**config.mk**
```make
export PLATFORM = sky130hd
export DESIGN_NAME = sdram_read_master
export DESIGN_NICKNAME = d
export VERILOG_FILES = /design/src/rtl/sdram_pkg.sv /design/src/rtl/sdram_resp_fifo.sv /design/src/rtl/sdram_read_master.sv
export SDC_FILE = /design/constraint.sdc
export NUM_CORES = 1
export LEC_CHECK = 0
export ABC_AREA = 1
export CAP_MARGIN = 10
export CORE_MARGIN = 4
export CORE_UTILIZATION = 30
export DETAILED_ROUTE_END_ITERATION = 10
export GPL_TIMING_DRIVEN = 0
export PLACE_DENSITY_LB_ADDON = 0.12
export SYNTH_ARGS = -nofsm -noshare
export SYNTH_HDL_FRONTEND = slang
export SYNTH_SLANG_ARGS = --single-unit
```
**constraint.sdc**
```tcl
create_clock -name clk -period 3.8 [get_ports clk]
set_input_delay 0.76 -clock clk [delete_from_list [all_inputs] [get_ports clk]]
set_output_delay 0.76 -clock clk [all_outputs]
set_load 0.03 [all_outputs]
```
**src/rtl/sdram_pkg.sv**
```systemverilog
// rtl/sdram_pkg.sv - shared widths, types and command-slot states for the SDRAM read master
// Purpose: default address/data widths and the typedefs/enums used by
//          sdram_read_master and its testbench.
package sdram_pkg;

    localparam int SDRAM_ADDR_W = 25;
    localparam int SDRAM_DATA_W = 32;

    typedef logic [SDRAM_ADDR_W-1:0] sdram_addr_t;
    typedef logic [SDRAM_DATA_W-1:0] sdram_data_t;

    typedef enum logic {
        IDLE  = 1'b0,
        ISSUE = 1'b1
    } cmd_state_e;

endpackage

```
**src/rtl/sdram_resp_fifo.sv**
```systemverilog
// rtl/sdram_resp_fifo.sv - response FIFO with registered storage and count/full/empty flags
// Purpose: buffers read data returned by the slave until the client pops it.
// Ports:
//   clk, reset_n       clock, asynchronous active-low reset
//   push, push_data    write one word (ignored when full)
//   pop                remove the head word (ignored when empty)
//   head_data          current head word, driven from registered storage
//   count, full, empty occupancy and flags
module sdram_resp_fifo #(
    parameter int DEPTH = 4,
    parameter int WIDTH = 32
) (
    input  logic                       clk,
    input  logic                       reset_n,
    input  logic                       push,
    input  logic [WIDTH-1:0]           push_data,
    input  logic                       pop,
    output logic [WIDTH-1:0]           head_data,
    output logic [$clog2(DEPTH):0]     count,
    output logic                       full,
    output logic                       empty
);

    localparam int PW = $clog2(DEPTH);
    localparam int CW = PW + 1;

    logic [WIDTH-1:0] mem [DEPTH];
    logic [PW-1:0]    wr_ptr;
    logic [PW-1:0]    rd_ptr;
    logic             do_push;
    logic             do_pop;

    assign empty     = (count == '0);
    assign full      = (count == CW'(DEPTH));
    assign do_push   = push & ~full;
    assign do_pop    = pop & ~empty;
    // Head is read straight from the storage registers; a word written while
    // empty only becomes visible once count has updated on the next cycle.
    assign head_data = mem[rd_ptr];

    always_ff @(posedge clk or negedge reset_n) begin
        if (!reset_n) begin
            wr_ptr <= '0;
            rd_ptr <= '0;
            count  <= '0;
            for (int i = 0; i < DEPTH; i++) begin
                mem[i] <= '0;
            end
        end else begin
            if (do_push) begin
                mem[wr_ptr] <= push_data;
                wr_ptr      <= wr_ptr + PW'(1);
            end
            if (do_pop) begin
                rd_ptr <= rd_ptr + PW'(1);
            end
            case ({do_push, do_pop})
                2'b10:   count <= count + CW'(1);
                2'b01:   count <= count - CW'(1);
                default: count <= count;
            endcase
        end
    end

endmodule

```
**src/rtl/sdram_read_master.sv**
```systemverilog
// rtl/sdram_read_master.sv - pipelined Avalon-MM read master with credit-gated response FIFO
// Purpose: accepts client read requests, issues them to the SDRAM controller
//          slave with a single command slot, and buffers the returned data.
// Ports:
//   clk, reset_n                         clock, asynchronous active-low reset
//   req_valid, req_ready, req_address    client request handshake
//   resp_valid, resp_ready, resp_data    client response handshake (FIFO head)
//   protocol_err                         sticky: readdatavalid with nothing in flight
//   avm_m0_address, avm_m0_read_n        registered Avalon command outputs
//   avm_m0_readdata, avm_m0_waitrequest,
//   avm_m0_readdatavalid                 Avalon slave responses
module sdram_read_master
    import sdram_pkg::*;
#(
    parameter int ADDR_W      = SDRAM_ADDR_W,
    parameter int DATA_W      = SDRAM_DATA_W,
    parameter int MAX_PENDING = 4
) (
    input  logic              clk,
    input  logic              reset_n,
    input  logic              req_valid,
    output logic              req_ready,
    input  logic [ADDR_W-1:0] req_address,
    output logic              resp_valid,
    input  logic              resp_ready,
    output logic [DATA_W-1:0] resp_data,
    output logic              protocol_err,
    output logic [ADDR_W-1:0] avm_m0_address,
    output logic              avm_m0_read_n,
    input  logic [DATA_W-1:0] avm_m0_readdata,
    input  logic              avm_m0_waitrequest,
    input  logic              avm_m0_readdatavalid
);

    localparam int CW = $clog2(MAX_PENDING) + 1;

    cmd_state_e    state;
    cmd_state_e    state_nxt;
    logic [CW-1:0] credits;
    logic [CW-1:0] inflight;
    logic          accept;
    logic          pop;
    logic          complete;
    logic          rdv_ok;
    logic [CW-1:0] fifo_count;
    logic          fifo_full;
    logic          fifo_empty;
    logic          fifo_unused;

    // A new request may enter only when a credit is free and the command
    // slot is either empty or being vacated this very cycle.
    assign req_ready = (credits < CW'(MAX_PENDING)) &&
                       ((state == IDLE) || !avm_m0_waitrequest);
    assign accept    = req_valid & req_ready;
    assign complete  = (state == ISSUE) & ~avm_m0_waitrequest;
    assign pop       = resp_valid & resp_ready;
    // A zero-latency slave may return data in the completion cycle itself.
    assign rdv_ok    = avm_m0_readdatavalid & ((inflight != '0) | complete);

    assign resp_valid  = ~fifo_empty;
    // Credits already bound FIFO occupancy; the flags are kept for visibility.
    assign fifo_unused = ^{fifo_count, fifo_full};

    always_comb begin
        state_nxt = state;
        case (state)
            IDLE:    if (accept) state_nxt = ISSUE;
            ISSUE:   if (complete) state_nxt = accept ? ISSUE : IDLE;
            default: state_nxt = IDLE;
        endcase
    end

    always_ff @(posedge clk or negedge reset_n) begin
        if (!reset_n) begin
            state          <= IDLE;
            avm_m0_read_n  <= 1'b1;
            avm_m0_address <= '0;
            credits        <= '0;
            inflight       <= '0;
            protocol_err   <= 1'b0;
        end else begin
            state         <= state_nxt;
            avm_m0_read_n <= (state_nxt != ISSUE);
            if (accept) begin
                avm_m0_address <= req_address;
            end
            case ({accept, pop})
                2'b10:   credits <= credits + CW'(1);
                2'b01:   credits <= credits - CW'(1);
                default: credits <= credits;
            endcase
            case ({complete, rdv_ok})
                2'b10:   inflight <= inflight + CW'(1);
                2'b01:   inflight <= inflight - CW'(1);
                default: inflight <= inflight;
            endcase
            if (avm_m0_readdatavalid && !rdv_ok) begin
                protocol_err <= 1'b1;
            end
        end
    end

    sdram_resp_fifo #(
        .DEPTH (MAX_PENDING),
        .WIDTH (DATA_W)
    ) u_resp_fifo (
        .clk       (clk),
        .reset_n   (reset_n),
        .push      (rdv_ok),
        .push_data (avm_m0_readdata),
        .pop       (pop),
        .head_data (resp_data),
        .count     (fifo_count),
        .full      (fifo_full),
        .empty     (fifo_empty)
    );

endmodule

```
==> results of run 1 <==
worst max-delay path: stages, from the launching register on:
cell and delay (ps):
dfrtp_1 410, buf_2 200, inv_1 80, buf_4 180, clkbuf_1 400, o21ai_0 140
o22ai_1 260, clkdlybuf4s50_1 730
synthesized netlist by cell type:
cell type  number
nor2_4          4
buf_2          20
o22ai_1        32
fa_1            3
bufbuf_16       1
buf_1           1
nand3_1        26
nor2_1         68
buf_6          12
o21bai_1        1
ha_1            7
a21oi_1         3
inv_2           1
xnor2_1         4
dfrtp_1       168
buf_4           1
xor2_1          4
o21ai_0        71
dfstp_2         1
nand3_4         3
nand4_1         4
inv_1          24
nand2_1       441
a21oi_2         1
clkbuf_1       17
nand2_2         3
metal layers:
metal / vias to the layer above / global-route usage, % / wire, um
li1: 3184 / - / -
met1: 3087 / 22.8 / 10800
met2: 174 / 26.2 / 10300
met3: 22 / 4.77 / 1460
met4: 2 / 4.06 / 314
met5: - / 0 / 11
logic make-up after synthesis:
family / Yosys count / share of synthesized area, %
and+or+nand+nor: 549 / 28.5
DFF: 169 / 55.3
AOI/OAI and AO/OA: 108 / 7.67
buffers and inverters: 77 / 5.71
adders and majority gates: 10 / 1.93
xor gates and xnor gates: 8 / 0.915
final cells by class:
| class | count | area [um2] |
|---|---|---|
| fill | 2644 | 15200 |
| sequential | 169 | 4230 |
| multi-input combinational | 675 | 2990 |
| timing repair buffer | 123 | 1270 |
| clock buffer | 18 | 429 |
| tap | 330 | 413 |
| buffer | 52 | 343 |
| clock inverter | 14 | 139 |
| inverter | 25 | 93.8 |
worst paths after layout:
kind | endpoint | from | cells past startpoint | slack, ps
worst min register to register | credits[0]$_DFFE_PN0P_ | credits[0]$_DFFE_PN0P_ | 1 | 470
min in group clk | credits[0]$_DFFE_PN0P_ | credits[0]$_DFFE_PN0P_ | 1 | 470
max in group asynchronous | u_resp_fifo.mem[70]$_DFFE_PN0P_ | reset_n | 3 | 2660
worst max-delay path | resp_data[0] | u_resp_fifo.rd_ptr[0]$_DFFE_PN0P_ | 7 | 230
worst min-delay path | u_resp_fifo.mem[111]$_DFFE_PN0P_ | reset_n | 2 | 380
worst max register to register | credits[1]$_DFFE_PN0P_ | state$_DFF_PN0_ | 7 | 1560
registers in the layout (all words and copies together), names as in the netlist:
register	count
u_resp_fifo.mem	128
avm_m0_address	25
credits	3
inflight	3
u_resp_fifo.count	3
u_resp_fifo.rd_ptr	2
u_resp_fifo.wr_ptr	2
avm_m0_read_n	1
protocol_err	1
state	1
power groups by stage:
| stage | logic [mW] | clock network [mW] | registers, mW |
|---|---|---|---|
| 2_1_floorplan | 2.84 | 0 | 3.27 |
| 3_3_place_gp | 4.93 | 0 | 3.09 |
| 3_5_place_dp | 4.99 | 0 | 3.08 |
| 4_1_cts | 5.00 | 1.78 | 3.07 |
| 5_1_grt | 5.45 | 1.85 | 3.18 |
| 6_report | 4.91 | 1.73 | 3.08 |
cell usage in the layout (no fill, tap or decap), drive strengths merged, types with 5 or more instances in the layout:
cell type,netlist,routed
o21ai,71,71
dfrtp,168,168
nor2,72,72
nand3,29,29
clkbuf,17,35
clkdlybuf4s50,0,120
o22ai,32,32
ha,7,7
inv,25,33
nand2,444,444
clkinv,0,5
buf,34,37
per-stage QoR:
stage	setup slack (ps)	utilization, %	instance area [um2]	hold WS, ps
finish	228	39.5	9910	384
global route	24.4	39.5	9910	432
CTS	173	39.5	9910	409
detailed placement	371	37.2	9340	460
global placement	-5750	36.9	9280	453
floorplan	1490	-	7650	444
==> results.ini, run 1 <==
[sta]
report.final.slew_viol_count = 0
maxClockFrequency_mhz = 280
setup_tns_ps = 0
worstMarginPinSlew_ps = 692
period_share_pct = 94.0
hold_viol = 0
worst_clock_skew_ps = 10.7
slew_headroom_pct = 53.8
rsz0062_at_grt = false
setup-violations-final = 0
fin_crit_ps = 3570

[drt]
antenna_left = 0
finalWirelength_um = 22900
drt_iter0_markers = 374
first_pass_iters = 5
drc = 0
wl_per_cell_um = 16.3
via_per_inst = 4.60
vias = 6469

[layout]
final_cells = 1406
n_antenna_cell = 0
drive_gt1_share_pct = 7.53
syn_to_final_growth_pct = 29.4
final_nets = 1136

[setup_path]
critPathLaunchType = flop
arrival_ps = 2810
cp-end-kind = primary output
worstPathRequired_ps = 3040
crit_type = reg -> out
worstPathMaxFanout = 10

[floorplan]
dieArea_mm2 = 0.0281
start_util_pct = 30.5
rows = 58
io_pins = 124
die_y_um = 168
die-width_um = 168
fp.coreArea_mm2 = 0.0251

[synthesis]
yosys_warnings = 0
syn_inst = 921
yosys.area.top_type_share_pct = 54.9
synth_area_per_cell_um2 = 8.31
syn_nets = 994
synth.distinct_cells = 26
synth_area_mm2 = 0.00765
ys_top_cells_by_area = dfrtp_1 (55%), nand2_1 (22%), o21ai_0 (4.6%), nor2_1 (3.3%), o22ai_1 (2.6%)
ys_seq_area_share_pct = 55.3
synth_top_area_cell = dfrtp_1
ys_seq_elements = 169

[clock_network]
cts_tree = yes
numClockSinks = 169
hold_buffers = 0
ctsResizeCount = 0
cts_htree_levels = 4
root_buffer = clkbuf_16
postCtsSetupRepairBufs = 0
clk-insertion-delay-late_ps = 430
cts_buffers = 17
clk_pin_slew_ps = 70
clockBufferDepth = 2

[global_routing]
grt_pass1_wl_um = 37000
gr-total-overflow = 0
gr-usage-all-layers_pct = 16.6
antenna_found_initial = 1
first_global_vias = 6539
grt_max_degree = 112

[pwr]
clockPowerShare_pct = 17.8
netSwitchingPower_mw = 4.32
p_int_mw = 5.39
p_leak_nw = 4.87
power_mw = 9.72
power_frac_comb_pct = 50.6
peakVddDrop_uv = 377
switching_share_pct = 44.5
seqPwrFrac_pct = 31.7
p_per_area_mw_per_mm2 = 981

[place]
place.gp.congestion = 0.745
hpwl_um = 15100
port_buffers = 121
dp_cells = 1374

[run]
maxCapViolations = 0

[status]
run_status = complete, no violations

[hold_path]
hold_class = in -> async

Power figures use the tool's default switching activity.
==> run 2: changes to the inputs <==
--- a/config.mk
+++ b/config.mk
@@ -11,7 +11,10 @@
 export CORE_UTILIZATION = 30
 export DETAILED_ROUTE_END_ITERATION = 10
 export GPL_TIMING_DRIVEN = 0
+export HOLD_SLACK_MARGIN = 0.12
 export PLACE_DENSITY_LB_ADDON = 0.12
+export SLEW_MARGIN = 25
 export SYNTH_ARGS = -nofsm -noshare
 export SYNTH_HDL_FRONTEND = slang
+export SYNTH_HIERARCHICAL = 1
 export SYNTH_SLANG_ARGS = --single-unit
==> results.ini, run 2 <==
[global_routing]
first_global_vias = 7256
gr-total-overflow = 0
antenna_found_initial = 0
gr-usage-all-layers_pct = 17.7
grt_pass1_wl_um = 42500
grt_max_degree = 71

[synthesis]
syn_nets = 1079
synth_area_mm2 = 0.00831
yosys_warnings = 6
syn_inst = 1006
synth_area_per_cell_um2 = 8.26

[clock_network]
clk-insertion-delay-late_ps = 440
postCtsSetupRepairBufs = 0
clockBufferDepth = 2
hold_buffers = 0
root_buffer = clkbuf_16
cts_buffers = 17
clk_pin_slew_ps = 70
cts_tree = yes
cts_htree_levels = 4
ctsResizeCount = 0
numClockSinks = 169

[setup_path]
path_common_cell = buf_2
critPathLaunchType = flop
worstPathRequired_ps = 3040
r2r-start = inflight[2]$_DFFE_PN0P_
cp-end-kind = primary output
path_buf_inv = 3
critPathMaxStageDelay_ps = 730
reg2regPathDepth = 14
regToRegEndpoint = u_resp_fifo/count[2]$_DFFE_PN0P_
crit_type = reg -> out
crit_family = buffers and inverters
arrival_ps = 2550
critPathSlowestCell = clkdlybuf4s50_1
r2r_slack_ps = 1420
path_cells = buf_2 > buf_2 > nor2_1 > o21ai_1 > clkdlybuf4s50_1
worstPathMaxFanout = 10

[layout]
drive_gt1_share_pct = 11.3
largest-register = u_resp_fifo/mem
design_area_mm2 = 0.0107
largest_reg_flops = 128
n_antenna_cell = 0
fillers = 2860
seq_area_mm2 = 0.00423
syn_to_final_growth_pct = 28.5
final_cell_mix = nand2_1 (313), dfrtp_1 (168), nand4_1 (132)
largestRegisters = u_resp_fifo/mem x128, avm_m0_address x25
final_common_cell = nand2_1
multiInputGateArea_mm2 = 0.00339
final_nets = 1223

[hold_path]
hold_class = in -> async

[place]
port_buffers = 123
place.gp.congestion = 0.788
place_area_mm2 = 0.0101
hpwl_um = 18100
pre_cts_slack_ps = 597

[drt]
first_pass_iters = 7
antenna_left = 0
top_layer = met4
via_per_inst = 4.80
met2WireLength_um = 12400
wl_met1_um = 12100
wl_per_cell_um = 17.4
met3WireLength_um = 1860
vias = 7362
drt_iter0_markers = 510
drc = 0
finalWirelength_um = 26800

[pwr]
p_leak_nw = 5.18
p_per_area_mw_per_mm2 = 975
peakVddDrop_uv = 417
power_mw = 10.4

[sta]
maxClockFrequency_mhz = 302
period_share_pct = 87.1
setup-violations-final = 0
fin_crit_ps = 3310
rsz0062_at_grt = false
fin_ws_ps = 488
report.final.slew_viol_count = 0
worstMarginPinSlew_ps = 715
slew_headroom_pct = 52.4
setup_tns_ps = 0
worst_clock_skew_ps = 14.0
hold_viol = 0

[floorplan]
rows = 60
io_pins = 124
start_util_pct = 30.7
fp.coreArea_mm2 = 0.0271
die_y_um = 174
dieArea_mm2 = 0.0304
die-width_um = 174

[run]
maxCapViolations = 0

[status]
run_status = complete, no violations

[run 2: worst max path at each step]
| stage | slack [ps] | cells after the start | startpoint | endpoint |
|---|---|---|---|---|
| finish | 490 | 5 | u_resp_fifo/rd_ptr[0]$_DFFE_PN0P_ | resp_data[31] |
| global route | 310 | 6 | u_resp_fifo/rd_ptr[0]$_DFFE_PN0P_ | resp_data[0] |
| CTS | 430 | 6 | u_resp_fifo/rd_ptr[0]$_DFFE_PN0P_ | resp_data[21] |
| detailed placement | 600 | 16 | avm_m0_waitrequest | u_resp_fifo/count[2]$_DFFE_PN0P_ |
| global placement | -5790 | 1 | reset_n | avm_m0_address[14]$_DFFE_PN0P_ |
| floorplan | 1420 | 15 | avm_m0_waitrequest | u_resp_fifo/count[2]$_DFFE_PN0P_ |
[run 2: metal layers]
metal / GRT usage [%] / vias up
met5: 0 / -
met3: 5.15 / 34
met1: 23.6 / 3501
met4: 5.01 / 0
met2: 28.1 / 215
li1: - / 3612
[run 2: layout make-up]
type / instances / share of cell area (%)
Timing Repair Buffer: 125 / 12.1
Sequential cell: 169 / 39.6
Clock buffer: 17 / 3.99
Tap cell: 372 / 4.36
Multi-Input combinational cell: 698 / 31.7
Clock inverter: 15 / 1.71
Inverter: 56 / 1.97
Buffer: 83 / 4.51
[run 2: worst reg2reg max path: cells and delay by family, from the launching register on]
family / cells / cell delay (ps)
and+or+nand+nor: 8 / 740
adders and majority gates: 2 / 580
buffers and inverters: 4 / 540
DFF: 1 / 400
[run 2: stage by stage]
step / cells / hold slack, ps / util (%)
6_report: 1535 / 202 / 39.4
5_1_grt: 1535 / 193 / 39.4
4_1_cts: 1535 / 190 / 39.4
3_5_place_dp: 1503 / 453 / 37.1
3_3_place_gp: 1501 / 447 / 36.9
2_1_floorplan: 1006 / 437 / -
[run 2: power breakdown]
part / switching, mW / internal [mW] / leakage (nW)
registers: 0.446 / 2.63 / 2.11
clock network: 0.824 / 0.996 / 0.288
logic: 3.56 / 1.96 / 2.78
total: 4.83 / 5.58 / 5.18
==> run 3: changes to the inputs <==
--- a/config.mk
+++ b/config.mk
@@ -8,7 +8,7 @@
 export ABC_AREA = 1
 export CAP_MARGIN = 10
 export CORE_MARGIN = 4
-export CORE_UTILIZATION = 30
+export CORE_UTILIZATION = 50
 export DETAILED_ROUTE_END_ITERATION = 10
 export GPL_TIMING_DRIVEN = 0
 export HOLD_SLACK_MARGIN = 0.12
==> results.ini, run 3 (same netlist as run 2, synthesis figures left out) <==
[setup_path]
critPathSlowestCell = clkdlybuf4s50_1
reg2regPathDepth = 13
arrival_ps = 2510
crit_family = buffers and inverters
path_buf_inv = 3
critPathLaunchType = flop
cp.depth = 5
path_common_cell = buf_2
critPathMaxStageDelay_ps = 730
path_cells = buf_2 > buf_2 > nor2_1 > o21ai_1 > clkdlybuf4s50_1
worstPathRequired_ps = 3040
crit_type = reg -> out
worstPathMaxFanout = 10
cp-end-kind = primary output

[clock_network]
cts_htree_levels = 4
ctsResizeCount = 0
root_buffer = clkbuf_16
numClockSinks = 169
clk_pin_slew_ps = 60
clk-insertion-delay-late_ps = 430
cts_tree = yes
postCtsSetupRepairBufs = 0
clockBufferDepth = 2
hold_buffers = 0
cts_buffers = 17

[layout]
final_cell_mix = nand2_1 (313), dfrtp_1 (168), nand4_1 (132)
largest_reg_flops = 128
largest-register = u_resp_fifo/mem
syn_to_final_growth_pct = 25.7
final_nets = 1222
n_antenna_cell = 0
fillers = 1359
fin_util_pct = 65.1
drive_gt1_share_pct = 11.3
largestRegisters = u_resp_fifo/mem x128, avm_m0_address x25
final_common_cell = nand2_1

[global_routing]
antenna_found_initial = 0
grt_pass1_wl_um = 39900
first_global_vias = 7530
gr-total-overflow = 0
grt_max_degree = 90
gr-usage-all-layers_pct = 27.5

[drt]
antenna_left = 0
wl_met1_um = 10600
first_pass_iters = 5
via_per_inst = 5.55
wl_per_cell_um = 17.6
vias = 7646
drt_iter0_markers = 723
finalWirelength_um = 24300
drc = 0
met3WireLength_um = 1890
met2WireLength_um = 11300
top_layer = met4

[hold_path]
hold_class = in -> async

[sta]
setup-violations-final = 0
hold_ws_ps = 330
slew_headroom_pct = 54.4
period_share_pct = 86.1
worstMarginPinSlew_ps = 684
report.final.slew_viol_count = 0
worst_clock_skew_ps = 8.95
hold_viol = 0
rsz0062_at_grt = false
maxClockFrequency_mhz = 306
fin_crit_ps = 3270

[place]
hpwl_um = 16000
port_buffers = 123
place.gp.congestion = 0.876

[floorplan]
io_pins = 124
rows = 46
die_y_um = 137
dieArea_mm2 = 0.0187
start_util_pct = 51.8
fp.coreArea_mm2 = 0.0161
die-width_um = 137

[pwr]
p_leak_nw = 5.17
p_per_area_mw_per_mm2 = 989
peakVddDrop_uv = 536

[run]
maxCapViolations = 0

[status]
run_status = complete, no violations

[run 3: cell count changes in the layout (fill, tap and decap cells not counted)]
cell | before | now
inv_6 | 5 | 1
inv_8 | 2 | 0
clkinv_8 | 1 | 0
bufinv_16 | 2 | 3
clkinv_2 | 0 | 4
buf_16 | 2 | 1
clkinvlp_4 | 3 | 2
clkinv_4 | 2 | 5
[run 3: per-layer routing]
layer / GRT usage, % / vias up
met1: 38.3 / 3671
met5: 0 / -
met2: 43.3 / 330
met3: 6.47 / 33
met4: 7.59 / 0
li1: - / 3612
[run 3: metrics by stage]
| stage | setup slack [ps] | TNS (ps) | total power, mW | cell area (um2) | cells |
|---|---|---|---|---|---|
| 5_1_grt | 390 | 0 | 11.1 | 10400 | 1378 |
| 2_1_floorplan | 1420 | 0 | 6.53 | 8310 | 1006 |
| 4_1_cts | 572 | 0 | 10.3 | 10400 | 1378 |
| 6_report | 528 | 0 | 10.3 | 10400 | 1378 |
| 3_5_place_dp | 624 | 0 | 8.52 | 9840 | 1346 |
| 3_3_place_gp | -5210 | -876200 | 8.41 | 9810 | 1345 |
[run 3: report_power, final]
group / switching [mW] / internal [mW]
sequential: 0.453 / 2.63
combinational: 3.52 / 1.95
clock: 0.744 / 1.04
total: 4.71 / 5.62
[run 3: cell type report]
cell class	count	area [um2]	area share, %
repair buffers	124	1260	12.1
clock buffers	17	425	4.07
inverters	56	210	2.01
multi-input cells	698	3390	32.4
plain buffers	83	482	4.61
well taps	216	270	2.59
clock inverters	15	178	1.70
flip-flops and latches	169	4230	40.5
[run 3: final timing paths]
check | from | end | slack, ps
setup / recovery | u_resp_fifo/rd_ptr[0]$_DFFE_PN0P_ | resp_data[31] | 530
hold / removal | reset_n | inflight[0]$_DFFE_PN0P_ | 330
setup reg to reg | u_resp_fifo/count[2]$_DFFE_PN0P_ | u_resp_fifo/count[2]$_DFFE_PN0P_ | 1220
hold reg to reg | protocol_err$_DFFE_PN0P_ | protocol_err$_DFFE_PN0P_ | 460
max in group asynchronous | reset_n | u_resp_fifo/mem[111]$_DFFE_PN0P_ | 2610
min in group clk | protocol_err$_DFFE_PN0P_ | protocol_err$_DFFE_PN0P_ | 460
